==> config.mk <==
export PLATFORM = sky130hd
export DESIGN_NAME = alu_cmd_driver
export DESIGN_NICKNAME = d
export VERILOG_FILES = /design/src/rtl/alu_pkg.sv /design/src/rtl/alu_cmd_driver.sv
export SDC_FILE = /design/constraint.sdc
export NUM_CORES = 1
export LEC_CHECK = 0
export ABC_CLOCK_PERIOD_IN_PS = 2950
export BUFFER_PORTS_ARGS = -buffer_cell sky130_fd_sc_hd__buf_4
export CORE_AREA = 8 8 108 110
export CTS_CLUSTER_DIAMETER = 150
export CTS_CLUSTER_SIZE = 28
export DETAILED_ROUTE_END_ITERATION = 6
export DIE_AREA = 0 0 116 118
export PLACE_DENSITY = 0.9
export SLEW_MARGIN = 10
export SYNTH_ARGS = -nofsm -noshare
export SYNTH_HDL_FRONTEND = slang
export SYNTH_SLANG_ARGS = --single-unit
==> constraint.sdc <==
create_clock -name clk -period 2.95 [get_ports clk]
set_input_delay 0.59 -clock clk [delete_from_list [all_inputs] [get_ports clk]]
set_output_delay 0.59 -clock clk [all_outputs]
set_load 0.05 [all_outputs]
==> src/rtl/alu_pkg.sv <==
// Shared definitions for the ALU and its command driver: opcodes, response
// status codes, driver FSM state type and the default datapath width.
package alu_pkg;

    localparam int ALU_WIDTH = 32;

    localparam logic [1:0] OP_ADD = 2'b00;
    localparam logic [1:0] OP_SUB = 2'b01;
    localparam logic [1:0] OP_MUL = 2'b10;
    localparam logic [1:0] OP_DIV = 2'b11;

    localparam logic [1:0] ST_OK      = 2'b00;
    localparam logic [1:0] ST_DIV0    = 2'b01;
    localparam logic [1:0] ST_TIMEOUT = 2'b10;

    typedef enum logic [1:0] {
        S_IDLE = 2'b00,
        S_WAIT = 2'b01,
        S_RESP = 2'b10
    } drv_state_e;

endpackage

==> src/rtl/alu_cmd_driver.sv <==
// Single-outstanding command initiator for the combinational ALU: issues
// registered operands, waits (bounded) for alu_ready, returns result + status.
module alu_cmd_driver
    import alu_pkg::*;
#(
    parameter int WIDTH   = ALU_WIDTH,
    parameter int TIMEOUT = 15
) (
    input  logic             clk,
    input  logic             rst_n,
    input  logic             cmd_valid,
    output logic             cmd_ready,
    input  logic [WIDTH-1:0] cmd_a,
    input  logic [WIDTH-1:0] cmd_b,
    input  logic [1:0]       cmd_op,
    output logic             rsp_valid,
    input  logic             rsp_ready,
    output logic [WIDTH-1:0] rsp_data,
    output logic [1:0]       rsp_status,
    output logic [7:0]       err_count,
    output logic [WIDTH-1:0] alu_a,
    output logic [WIDTH-1:0] alu_b,
    output logic [1:0]       alu_opcode,
    input  logic [WIDTH-1:0] alu_result,
    input  logic             alu_ready
);

    localparam logic [7:0] WAIT_LAST = 8'(TIMEOUT - 1);

    drv_state_e       state_q, state_d;
    logic [7:0]       wait_cnt_q, wait_cnt_d;
    logic             cmd_ready_q, cmd_ready_d;
    logic             rsp_valid_q, rsp_valid_d;
    logic [WIDTH-1:0] rsp_data_q, rsp_data_d;
    logic [1:0]       rsp_status_q, rsp_status_d;
    logic [7:0]       err_count_q, err_count_d;
    logic [WIDTH-1:0] alu_a_q, alu_a_d;
    logic [WIDTH-1:0] alu_b_q, alu_b_d;
    logic [1:0]       alu_opcode_q, alu_opcode_d;

    // Next-state and next-output computation for the IDLE/WAIT/RESP sequencer.
    always_comb begin
        state_d      = state_q;
        wait_cnt_d   = wait_cnt_q;
        rsp_data_d   = rsp_data_q;
        rsp_status_d = rsp_status_q;
        err_count_d  = err_count_q;
        alu_a_d      = alu_a_q;
        alu_b_d      = alu_b_q;
        alu_opcode_d = alu_opcode_q;
        case (state_q)
            S_IDLE: begin
                // cmd_ready_q is low for the first cycle after reset release
                if (cmd_ready_q && cmd_valid) begin
                    alu_a_d      = cmd_a;
                    alu_b_d      = cmd_b;
                    alu_opcode_d = cmd_op;
                    if ((cmd_op == OP_DIV) && (cmd_b == {WIDTH{1'b0}})) begin
                        rsp_data_d   = {WIDTH{1'b0}};
                        rsp_status_d = ST_DIV0;
                        state_d      = S_RESP;
                    end else begin
                        wait_cnt_d = 8'd0;
                        state_d    = S_WAIT;
                    end
                end else begin
                    state_d = S_IDLE;
                end
            end
            S_WAIT: begin
                if (alu_ready) begin
                    rsp_data_d   = alu_result;
                    rsp_status_d = ST_OK;
                    state_d      = S_RESP;
                end else if (wait_cnt_q == WAIT_LAST) begin
                    rsp_data_d   = {WIDTH{1'b0}};
                    rsp_status_d = ST_TIMEOUT;
                    state_d      = S_RESP;
                end else begin
                    wait_cnt_d = wait_cnt_q + 8'd1;
                end
            end
            S_RESP: begin
                if (rsp_ready) begin
                    state_d = S_IDLE;
                    if ((rsp_status_q != ST_OK) && (err_count_q != 8'hFF)) begin
                        err_count_d = err_count_q + 8'd1;
                    end else begin
                        err_count_d = err_count_q;
                    end
                end else begin
                    state_d = S_RESP;
                end
            end
            default: begin
                state_d = S_IDLE;
            end
        endcase
        cmd_ready_d = (state_d == S_IDLE);
        rsp_valid_d = (state_d == S_RESP);
    end

    // State and output registers, all cleared asynchronously.
    always_ff @(posedge clk or negedge rst_n) begin
        if (!rst_n) begin
            state_q      <= S_IDLE;
            wait_cnt_q   <= 8'd0;
            cmd_ready_q  <= 1'b0;
            rsp_valid_q  <= 1'b0;
            rsp_data_q   <= {WIDTH{1'b0}};
            rsp_status_q <= 2'b00;
            err_count_q  <= 8'd0;
            alu_a_q      <= {WIDTH{1'b0}};
            alu_b_q      <= {WIDTH{1'b0}};
            alu_opcode_q <= 2'b00;
        end else begin
            state_q      <= state_d;
            wait_cnt_q   <= wait_cnt_d;
            cmd_ready_q  <= cmd_ready_d;
            rsp_valid_q  <= rsp_valid_d;
            rsp_data_q   <= rsp_data_d;
            rsp_status_q <= rsp_status_d;
            err_count_q  <= err_count_d;
            alu_a_q      <= alu_a_d;
            alu_b_q      <= alu_b_d;
            alu_opcode_q <= alu_opcode_d;
        end
    end

    assign cmd_ready  = cmd_ready_q;
    assign rsp_valid  = rsp_valid_q;
    assign rsp_data   = rsp_data_q;
    assign rsp_status = rsp_status_q;
    assign err_count  = err_count_q;
    assign alu_a      = alu_a_q;
    assign alu_b      = alu_b_q;
    assign alu_opcode = alu_opcode_q;

endmodule

==> flow_summary.toml <==
[logic_synthesis]
async_flop_share = 1.00
synth_top_area_cell = "dfrtp_1"
synth_seq_area_share = 0.610
syn_avg_cell_area_um2 = 10.3
syn-cell-area_um2 = 4930
synth.distinct_cells = 44
synth.top_cell.area_share = 0.610
yosysMostFrequentCell = "nand2_1"
synthFlopType = "dfrtp_1"
synthTopCellsByArea = "dfrtp_1 (61%), nand2_1 (16%), a32o_1 (6.5%), and3_1 (1.3%), buf_6 (1.1%)"
netlist_instances = 479
synth-edff-count = 0
yosys_warnings = 0
synth-seq-cells = 120
synth_common_cells = "nand2_1 (204), dfrtp_1 (120), a32o_1 (32)"
synth_nets = 585

[global_route]
overflow = 0
grt_pass1_wl_um = 23700
grt_pass1_vias = 4744
antenna_found_initial = 0
grt_max_degree = 72
gr-usage-all-layers = 0.220

[die]
die_area_um2 = 13700
initial_core_util = 0.493
core_area_um2 = 10000
ios = 213
num_rows = 37
die_w_um = 116
die_h_um = 118

[cts]
clk_pin_slew_ns = 0.06
cts_root_buffer = "clkbuf_8"
post_cts_buffers = 0
clkLatencyLatePin_ns = 0.51
tritoncts = "built"
clockBufferDepth = 2
htree_levels = 4
cts-resized-gates = 0
ctsHoldBuffers = 0
cts_buffers = 17
cts_sinks = 120

[sta]
final.min_clock_period_ns = 2.06
finalCritPeriodShare = 0.697
finalHoldViolations = 0
slew_viol_final = 0
skew_ns = 0.00589
worstMarginPinSlew_ns = 0.758
setup_tns_ns = 0
setup_violations = 0
rsz0062_at_grt = "no"
relSlewSlack = 0.494
hold-worst-slack_ns = 0.153
max_freq_mhz = 486

[run]
max_cap_violations = 0

[layout]
layout-drive-gt1-share = 0.368
fillCellCount = 764
fin_nets = 794
antenna_cells = 0
area_growth_pct = 45.5

[placed_design]
portBuffers = 212
globalplace.congestion = 0.862
dpl.hpwl_um = 10800

[critical_path]
critPathLaunchType = "primary input"
crit_required_ns = 3.34
critPathArrivalTime_ns = 2.45
path_max_fanout = 35
crit_path_end_kind = "flip-flop"
slowest_delay_ns = 0.45
worst_r2r_endpoint = "err_count[1]"
ff2ff_setup_slack_ns = 1.05
crit_slowest_cell = "nand4_4"
r2r_start = "err_count[0]"
path_class = "primary input to flip-flop"
cp_cell_sequence = "buf_4 -> nor4_1 -> and4_1 -> nand4_4 -> a32o_1"
r2r_cells = 4

[routing]
route.detailed.drc = 0
ant_nets = 0
vias = 4405
via_per_inst = 5.26
drtPass1Iterations = 5
wire_per_inst_um = 17.5
wl_um = 14700
initialDrtViolationCount = 307

[worst_hold_path]
min_path_type = "primary input to asynchronous set/reset pin"

[pwr]
power_leakage_uw = 0.00377
power_density_nw_per_um2 = 1360
vdd_drop_max_mv = 0.766

[outcome]
outcome = "finished clean"
==> sequential cells by signal (all words and copies together) (netlist names) <==
name	flops
err_count	8
cmd_ready	1
alu_opcode	2
rsp_valid	1
alu_b	32
rsp_status	2
state_q	2
alu_a	32
wait_cnt_q	8
rsp_data	32
==> routing by layer <==
| metal | track usage | wire length [um] |
|---|---|---|
| met1 | 0.237 | 5420 |
| met2 | 0.376 | 7620 |
| met3 | 0.0785 | 1380 |
| met4 | 0.0949 | 268 |
| met5 | 0 | 0 |
==> logic make-up (layout without fill, tap and decap cells) <==
family	count (synthesis)	count (layout)	share of synthesized area
buffers and inverters	28	250	0.0305
XOR/XNOR	8	8	0.0142
AO/OA/AOI/OAI	63	63	0.107
multiplexers	1	1	0.00229
adder cells (fa/ha/maj)	3	3	0.00762
AND/OR/NAND/NOR	256	256	0.229
flip-flops	120	120	0.610
==> report_power, final <==
group / switching [uW] / leakage (uW) / internal [uW]
clock network: 718 / 0.000277 / 1240
logic: 3510 / 0.00199 / 1460
registers: 473 / 0.00151 / 2360
==> layout by cell type, fill, tap and decap left out, drive strengths merged, types with 6 or more instances in the layout <==
cell type / n
nand3: 6
xnor2: 6
a31oi: 7
clkinv: 6
a21oi: 7
dfrtp: 120
and3: 10
nand2: 204
clkbuf: 20
buf: 217
a32o: 32
nand4: 6
nor2: 6
==> worst max-delay path by stage <==
stage / startpoint / end
after floorplan: cmd_b[4] / rsp_data[21]
after global placement: cmd_b[4] / rsp_data[1]
after detailed placement: cmd_b[4] / rsp_data[10]
after CTS: cmd_b[22] / rsp_data[10]
after global routing: cmd_b[22] / rsp_data[6]
final: cmd_b[22] / rsp_data[10]
==> critical path: cells and delay by family <==
| kind | cells | cell delay (ns) |
|---|---|---|
| AO/OA/AOI/OAI | 1 | 0.45 |
| buffers and inverters | 1 | 0.11 |
| AND/OR/NAND/NOR | 3 | 1.28 |
==> per-stage QoR <==
| step | instance area (um2) | std cells | utilization | power (uW) | worst slack, ns |
|---|---|---|---|---|---|
| final | 7170 | 837 | 0.717 | 9760 | 0.893 |
| after global routing | 7170 | 837 | 0.717 | 10200 | 0.833 |
| after CTS | 7170 | 837 | 0.717 | 9830 | 0.968 |
| after detailed placement | 6600 | 805 | 0.660 | 7830 | 0.427 |
| after global placement | 6600 | 805 | 0.660 | 7660 | 0.501 |
| after floorplan | 4930 | 479 | - | 6180 | 0.920 |
==> cell type report <==
cell class,count,area (um2),share of cell area
clock buffer,20,445,0.0621
clock inverter,12,125,0.0175
inverter,1,3.75,0.000524
multi-input combinational,331,1780,0.248
sequential,120,3000,0.419
tap,136,170,0.0237
timing repair buffer,217,1640,0.229
(Power assumes the default switching activity.)
